$ cat config.mk
export PLATFORM = sky130hd
export DESIGN_NAME = mul_final_add
export DESIGN_NICKNAME = d
export VERILOG_FILES = /design/src/rtl/mul_final_add.sv
export SDC_FILE = /design/constraint.sdc
export NUM_CORES = 1
export LEC_CHECK = 0
export CAP_MARGIN = 20
export CORE_ASPECT_RATIO = 1.75
export CORE_MARGIN = 4
export CORE_UTILIZATION = 46
export DETAILED_ROUTE_END_ITERATION = 7
export PLACE_DENSITY = 0.75
export SLEW_MARGIN = 20
export SYNTH_ARGS = -nofsm -noshare
export SYNTH_HDL_FRONTEND = slang
export SYNTH_SLANG_ARGS = --single-unit
$ cat constraint.sdc
create_clock -name Clk -period 3.65 [get_ports Clk]
set_input_delay 0.9125 -clock Clk [delete_from_list [all_inputs] [get_ports Clk]]
set_output_delay 0.9125 -clock Clk [all_outputs]
set_load 0.005 [all_outputs]
$ cat src/rtl/mul_final_add.sv
// Final carry-propagate stage of the Wallace-tree multiplier: resolves the last
// CSA sum/carry pair into the product through a low-slice / high-slice split adder.
module mul_final_add #(
  parameter int DATA_WIDTH = 64,
  parameter int LOW_WIDTH  = 64
) (
  input  logic                      Clk,
  input  logic                      Rst,
  input  logic [1:0]                MulHoldFlagFromEx,
  input  logic [2*DATA_WIDTH-1:0]   SumPP_CSA50,
  input  logic [2*DATA_WIDTH-1:0]   CarryPP_CSA50,
  output logic [2*DATA_WIDTH-1:0]   Sum,
  output logic                      MulHoldEndToEx
);

  localparam int PROD_WIDTH = 2 * DATA_WIDTH;
  localparam int HIGH_WIDTH = PROD_WIDTH - LOW_WIDTH;

  logic                  valid_s;
  logic                  flush_s;
  logic [LOW_WIDTH:0]    lo_add_s;
  logic [HIGH_WIDTH-1:0] hi_res_s;

  logic                  vld_a_r;
  logic                  cy_a_r;
  logic [LOW_WIDTH-1:0]  lo_res_r;
  logic [HIGH_WIDTH-1:0] hi_s_r;
  logic [HIGH_WIDTH-1:0] hi_c_r;

  // Decode the EX hold flags; flush overrides valid.
  always_comb begin
    flush_s = MulHoldFlagFromEx[1];
    if (MulHoldFlagFromEx[1]) begin
      valid_s = 1'b0;
    end else begin
      valid_s = MulHoldFlagFromEx[0];
    end
  end

  // Low-slice add with carry out, and the high-slice completion using that carry.
  always_comb begin
    lo_add_s = {1'b0, SumPP_CSA50[LOW_WIDTH-1:0]} + {1'b0, CarryPP_CSA50[LOW_WIDTH-1:0]};
    hi_res_s = hi_s_r + hi_c_r + {{(HIGH_WIDTH-1){1'b0}}, cy_a_r};
  end

  // Stage A: register low result, its carry, the raw high slices and the valid bit.
  always_ff @(posedge Clk or negedge Rst) begin
    if (!Rst) begin
      vld_a_r  <= 1'b0;
      cy_a_r   <= 1'b0;
      lo_res_r <= {LOW_WIDTH{1'b0}};
      hi_s_r   <= {HIGH_WIDTH{1'b0}};
      hi_c_r   <= {HIGH_WIDTH{1'b0}};
    end else begin
      vld_a_r  <= valid_s;
      cy_a_r   <= lo_add_s[LOW_WIDTH];
      lo_res_r <= lo_add_s[LOW_WIDTH-1:0];
      hi_s_r   <= SumPP_CSA50[PROD_WIDTH-1:LOW_WIDTH];
      hi_c_r   <= CarryPP_CSA50[PROD_WIDTH-1:LOW_WIDTH];
    end
  end

  // Stage B: a flush at this edge also cancels the op sitting in stage A.
  always_ff @(posedge Clk or negedge Rst) begin
    if (!Rst) begin
      Sum            <= {PROD_WIDTH{1'b0}};
      MulHoldEndToEx <= 1'b0;
    end else begin
      MulHoldEndToEx <= vld_a_r & ~flush_s;
      if (vld_a_r && !flush_s) begin
        Sum <= {hi_res_s, lo_res_r};
      end else begin
        Sum <= Sum;
      end
    end
  end

endmodule

* Word-level counts from Yosys, hierarchy flattened
Cells that the tools add are included.
** Operators by class
- Bitwise gates (word level) :: 2
- Reductions and logical operators :: 2
- Mux-type cells :: 1
- Add/sub/neg operators :: 3
** Operators with widths (number)
- adder 64 x 64 -> 65 bit :: 1
- adder 64 x 1 -> 64 bit :: 1
- adder 64 bit :: 1
- bitwise AND 1 bit :: 1
- logical AND 1 bit :: 1
- zero test 1 bit :: 1
- two-way mux 1 bit :: 1
- inverter 1 bit :: 1
** Storage, ports and cells
- Flip-flop bits (word level) :: 323

* Depth between registers and ports, before layout
Gate-level depths: netlist of run 1.
- Depth after elaboration :: 2
- Gate-level depth with buffers :: 12

* Worst setup path before layout of run 1
OpenSTA, ideal clock, no wires.
- Kind :: input-to-reg
- From :: in SumPP_CSA50[0]
- To :: reg lo_res_r[42]
- Data required time :: 3.570 ns
- Arrival :: 3.365 ns
- Slack :: 0.205 ns
- Cell stages on the path :: 12
- Library setup time :: 0.080 ns
- Cells stage by stage :: ha_1 > fa_1 > a21o_1 > a31oi_1 > o21ai_1 > o21ai_1 > a31oi_4 > a31oi_1 > o31ai_1 > a21o_1 > a21oi_1 > xnor2_1
** Between the ends
- Word-level cells in the longest chain between the ends :: 1
** RTL lines
- start, declared :: line 10 : input logic [2*DATA_WIDTH-1:0] SumPP_CSA50,
- adder 64 x 64 -> 65 bit :: line 42 : lo_add_s = {1'b0, SumPP_CSA50[LOW_WIDTH-1:0]} + {1'b0, CarryPP_CSA50[LOW_WIDTH-1:0]};
- via lo_add_s[42] :: line 21 : logic [LOW_WIDTH:0] lo_add_s;
- end signal, assigned :: line 51 : lo_res_r <= {LOW_WIDTH{1'b0}};
- end signal, assigned :: line 57 : lo_res_r <= lo_add_s[LOW_WIDTH-1:0];
- end, declared :: line 26 : logic [LOW_WIDTH-1:0] lo_res_r;
The timed path passes the listed nets, and every way through them passes these cells.
A chain may end at the register's enable or synchronous reset.

* Worst setup path after layout of run 1
- From :: in SumPP_CSA50[1]
- To :: reg lo_res_r[61]
The elaborated chain is that of the path after synthesis.

==> results of run 1 <==
state kept, by name (all words and copies together) (netlist names):
signal          count
vld_a_r             1
Sum               128
hi_c_r             64
cy_a_r              1
hi_s_r             64
MulHoldEndToEx      1
lo_res_r           64
power by group through the flow:
stage               combinational (mW)  sequential, mW  clock [mW]
floorplan                         1.40            4.47           0
global placement                  3.25            4.50           0
detailed placement                3.30            4.52           0
CTS                               3.33            4.47        3.46
global route                      3.63            4.52        3.59
finish                            3.34            4.46        3.39
path summary, 6_finish.rpt:
kind | start | end | slack [ps] | cells after the start
setup / recovery | SumPP_CSA50[1] | lo_res_r[61]$_DFF_PN0_ | 70 | 13
setup reg to reg | hi_s_r[17]$_DFF_PN0_ | Sum[126]$_DFFE_PN0P_ | 130 | 12
min in group Clk | lo_res_r[53]$_DFF_PN0_ | Sum[53]$_DFFE_PN0P_ | 440 | 2
hold / removal | Rst | Sum[79]$_DFFE_PN0P_ | 310 | 1
max in group asynchronous | Rst | hi_c_r[52]$_DFF_PN0_ | 2360 | 2
hold reg to reg | lo_res_r[53]$_DFF_PN0_ | Sum[53]$_DFFE_PN0P_ | 440 | 2
cells in the final DEF, fill, tap and decap left out, drive strengths merged, types with 31 or more instances in the layout:
master | Yosys | routed
a21o | 72 | 72
dfrtp | 323 | 323
a21oi | 161 | 161
inv | 46 | 48
xor2 | 50 | 50
ha | 126 | 126
o21ai | 118 | 118
clkbuf | 60 | 39
nor2 | 77 | 77
xnor2 | 69 | 69
o21bai | 31 | 31
buf | 20 | 208
clkdlybuf4s50 | 0 | 386
nand2 | 365 | 365
nand4 | 40 | 40
logic make-up (layout without fill, tap and decap cells):
family          count (synthesis)  count (layout)  share of synthesized area, %
simple gates                  574             574                         14.46
compound gates                496             496                         19.04
flops                         323             323                         47.72
fa+ha+maj                     129             129                         9.663
buf+inv                       126             698                         2.963
xor+xnor                      119             119                         6.154
other cells                     0               8                             0
per-stage QoR:
| stage | cells | TNS [ps] |
|---|---|---|
| global route | 2816 | -66.51 |
| floorplan | 1767 | 0 |
| detailed placement | 2749 | -11260 |
| finish | 2817 | 0 |
| global placement | 2749 | -9707 |
| CTS | 2807 | 0 |
metal layers:
layer  track usage [%]  routed length [um]  vias up
li1                  -                   -     7265
met1             27.02               18740     7334
met2             52.10               30250      527
met3             4.894                3061      176
met4             17.17                3971       14
met5                 0                  87        -
worst max-delay path, stage by stage:
cell and delay (ps):
clkdlybuf4s50_1 420, ha_1 330, a211oi_2 210, o211ai_1 200, a221oi_2 400, a21oi_2 130, a41oi_2 230, buf_6 160
a41oi_2 130, a221o_1 310, a21o_1 200, a221oi_2 260, xnor2_1 150
repair_timing:
action                     4_1_cts  5_1_grt
pin swaps                        4        7
gates cloned                     0        0
setup endpoints to repair       11       17
resized for setup                4       19
buffers inserted                 1        2
cell type report:
cell class / instances / share of cell area (%)
Antenna cell: 8 / 0.08366
Inverter: 46 / 0.7216
Sequential cell: 323 / 33.78
Clock inverter: 18 / 0.9203
Tap cell: 470 / 2.458
Multi-Input combinational cell: 1318 / 35.41
Clock buffer: 39 / 3.576
Timing Repair Buffer: 595 / 23.05
==> flow_summary.yaml, run 1 <==
route:
  drtIter0Drc: 633
  antenna_left: 0
  vias: 15316
  wl_per_cell_um: 19.92
  route.detailed.drc: 0
  first_pass_iters: 7
  via_per_inst: 5.437
  drt-total-wl_um: 56100
worst_setup_path:
  critical_path_required_ps: 4140
  worst-path-max-fanout: 3
  path_class: "in -> reg"
  startpoint_type: "primary input"
  cp-end-kind: "flip-flop"
  crit_arrival_ps: 4070
cells_and_area:
  multi_input_area_um2: 8474
  seqCellArea_um2: 8083
  area_growth_pct: 41.29
  nets: 2704
  fill_cells: 2928
  stdcell_area_um2: 23930
  final_core_util_pct: 65.99
  drive_above_1_share_pct: 13.21
timing:
  grt_setup_unrepaired: "yes"
  finalSetupViolCount: 0
  slew_headroom_pct: 45.33
  fin_crit_sh_pct: 97.99
  hold_violations: 0
  final-max-slew-violation-count: 0
  fin_crit_ps: 3577
  fmax_mhz: 279.6
  worst_pin_slew_ps: 813.7
  whs_ps: 312.0
  setup_slack_ps: 73.21
  fin_skew_ps: 17.46
outcome:
  status: "completed"
yosys:
  ys.flop_type: "dfrtp_1"
  synthTopCellsByCount: "nand2_1, dfrtp_1, a21oi_1"
  ys_warn_count: 0
  yosysUniqueCellTypes: 72
  syn_avg_cell_area_um2: 9.585
  synth_largest_area_cell: "dfrtp_1"
  syn_inst: 1767
  synth_edf_count: 0
  ys_ff_latch: 323
  ys_seq_area_share_pct: 47.72
  ys_top_cells_by_area: "dfrtp_1, ha_1, nand2_1"
  syn-num-nets: 2156
  synth_top_cell_area_share_pct: 47.72
  async_reset_ff_share_pct: 100.0
  synthMostInstantiatedCell: "nand2_1"
  syn-cell-area_um2: 16940
global_route:
  antenna_found_initial: 15
  grt_usage_pct: 27.32
  first_global_vias: 16475
  grt_max_degree: 109
  grt-ovfl-total: 0
  grt_pass1_wl_um: 86740
cts:
  ctsHtreeMaxLevel: 1
  tritoncts: "yes"
  cts-buffers-inserted: 31
  clk_latency_ps: 590
  clock_sinks: 323
  clockBufferDepth: 3
  hold_buffers: 0
  clkTransAtPathRegs_ps: 70
  root_buffer: "clkbuf_16"
placement:
  pre_cts_slack_ps: -640.7
  port_buffers: 388
  gp_congestion: 0.9711
  hpwl_um: 44970
  place_area_um2: 22690
min_path:
  hold_class: "in -> async"
pwr:
  ir_drop_v: 0.0003329
  pwr-share-comb_pct: 29.8
  power_switching_mw: 3.329
  p_clk_share_pct: 30.3
  p_per_area_nw_per_um2: 467.8
  leakage_nw: 11.05
  p_seq_share_pct: 39.9
  swShare_pct: 29.74
  intPower_mw: 7.864
  power.total_mw: 11.19
die:
  io_pins: 389
  rows: 92
  dieHeight_um: 261.8
  die_x_um: 153.0
  initial_core_util_pct: 46.71
  fp.coreArea_um2: 36260
  die_area_um2: 40070
job:
  max_cap_viol_count: 0
Power figures use the tool's default switching activity.
==> run 2, diff against run 1 <==
--- a/config.mk
+++ b/config.mk
@@ -8,9 +8,9 @@
 export CAP_MARGIN = 20
 export CORE_ASPECT_RATIO = 1.75
 export CORE_MARGIN = 4
-export CORE_UTILIZATION = 46
+export CORE_UTILIZATION = 51
 export DETAILED_ROUTE_END_ITERATION = 7
-export PLACE_DENSITY = 0.75
+export PLACE_DENSITY = 0.79
 export SLEW_MARGIN = 20
 export SYNTH_ARGS = -nofsm -noshare
 export SYNTH_HDL_FRONTEND = slang
==> constraint.sdc (replaced) <==
create_clock -name Clk -period 4 [get_ports Clk]
set_input_delay 1 -clock Clk [delete_from_list [all_inputs] [get_ports Clk]]
set_output_delay 1 -clock Clk [all_outputs]
set_load 0.005 [all_outputs]
==> flow_summary.yaml, run 2 (same netlist as run 1, synthesis figures left out) <==
route:
  first_pass_iters: 7
  antenna_left: 0
  drt-total-wl_um: 53730
  vias: 15078
  via_per_inst: 5.643
  drtIter0Drc: 753
  wl_per_cell_um: 20.11
  route.detailed.drc: 0
cells_and_area:
  area_growth_pct: 36.06
  nets: 2622
  instances_no_fill: 2672
  largest_register: "Sum"
  final_core_util_pct: 69.99
  fill_cells: 2534
  largest_reg_flops: 128
  seqCellArea_um2: 8083
  final_cell_mix: "clkdlybuf4s50_1, nand2_1, dfrtp_1"
  multi_input_area_um2: 8363
  drive_above_1_share_pct: 9.272
  mostFrequentLayoutCell: "clkdlybuf4s50_1"
  stdcell_area_um2: 23040
die:
  initial_core_util_pct: 51.44
  rows: 88
  die_area_um2: 36300
  io_pins: 389
  fp.coreArea_um2: 32920
  die_x_um: 145.8
  dieHeight_um: 249.1
timing:
  final.setup.tns_ps: 0
  setup_slack_ps: 187.3
  finalSetupViolCount: 0
  fin_crit_sh_pct: 95.32
  grt_setup_unrepaired: "no"
  slew_headroom_pct: 43.35
  hold_violations: 0
  fmax_mhz: 262.3
  whs_ps: 436.0
  fin_crit_ps: 3813
  fin_skew_ps: 24.88
  final-max-slew-violation-count: 0
  worst_pin_slew_ps: 843.2
worst_setup_path:
  crit_cells: 13
  crit_arrival_ps: 4310
  path_cells: "clkdlybuf4s50_1 -> ha_1 -> a211oi_2 -> o211ai_1 -> a221oi_2 -> a21oi_1 -> a41oi_2 -> buf_4 -> a41oi_1 -> a221o_1 -> a21o_1 -> a221oi_2 -> xnor2_1"
  critPathTopFamily: "compound AO/OA/AOI/OAI gates"
  path_class: "in -> reg"
  cp-end-kind: "flip-flop"
  critical_path_required_ps: 4500
  r2r_slack_ps: 200
  slowest_delay_ps: 450
  cpMostUsedCell: "a221oi_2"
  crit_slowest_cell: "clkdlybuf4s50_1"
  reg2reg_depth: 14
  worst-path-max-fanout: 3
  crit_buf_inv: 2
  startpoint_type: "primary input"
min_path:
  hold_class: "reg -> reg"
  holdPathStages: 2
placement:
  hpwl_um: 42900
  dp.cells: 2605
  pre_cts_slack_ps: -374.2
  port_buffers: 388
  gp_congestion: 0.9583
  place_area_um2: 21990
outcome:
  status: "completed"
cts:
  hold_buffers: 0
  clockBufferDepth: 3
  clock_sinks: 323
  tritoncts: "yes"
  clkTransAtPathRegs_ps: 60
  cts-buffers-inserted: 30
  root_buffer: "clkbuf_16"
  clk_latency_ps: 590
  ctsHtreeMaxLevel: 1
job:
  max_cap_viol_count: 0
global_route:
  antenna_found_initial: 20
  grt_max_degree: 102
  first_global_vias: 16062
  grt_usage_pct: 29.00
  grt_pass1_wl_um: 83940
  grt-ovfl-total: 0
pwr:
  p_per_area_nw_per_um2: 430.8
  leakage_nw: 10.60
  ir_drop_v: 0.0004026
  power.total_mw: 9.928
run 2: worst paths after layout:
check                                        from                     end
max in group asynchronous                     Rst     Sum[41]$_DFFE_PN0P_
hold reg to reg            lo_res_r[54]$_DFF_PN0_     Sum[54]$_DFFE_PN0P_
setup / recovery                   SumPP_CSA50[1]  lo_res_r[61]$_DFF_PN0_
setup reg to reg                 cy_a_r$_DFF_PN0_    Sum[116]$_DFFE_PN0P_
hold / removal             lo_res_r[54]$_DFF_PN0_     Sum[54]$_DFFE_PN0P_
min in group asynchronous                     Rst    hi_s_r[38]$_DFF_PN0_
run 2: repair_timing:
| item | in CTS | in global routing |
|---|---|---|
| endpoints found under the setup margin | 0 | 4 |
| buffers inserted | 0 | 1 |
| endpoints found under the hold margin | 0 | 0 |
| gates resized for setup | 0 | 1 |
run 2: layout make-up:
cell class	instances	area share, %
inverter	46	0.7493
sequential	323	35.08
antenna	13	0.1412
multi-input combinational	1318	36.29
clock inverter	17	0.8688
clock buffer	36	3.529
timing repair buffer	514	21.14
tap	405	2.199
run 2: worst min-delay path: cells and delay by family, from the launching register on:
kind | cells | cell delay [ps]
flip-flops | 1 | 320
AND/OR/NAND/NOR | 2 | 90
run 2: per-layer routing:
layer  routed length (um)  vias to the layer above  GRT usage [%]
li1                     -                     7102              -
met5                   70                        -              0
met2                28520                      602          54.36
met4                 3941                       12          18.85
met3                 3354                      194          5.788
met1                17850                     7168          28.50
run 2: power breakdown:
| group | leakage [nW] | internal (mW) | switching, mW | total (mW) |
|---|---|---|---|---|
| logic | 6.24 | 1.51 | 1.39 | 2.90 |
| registers | 3.88 | 3.79 | 0.275 | 4.06 |
| clock network | 0.487 | 1.65 | 1.31 | 2.96 |
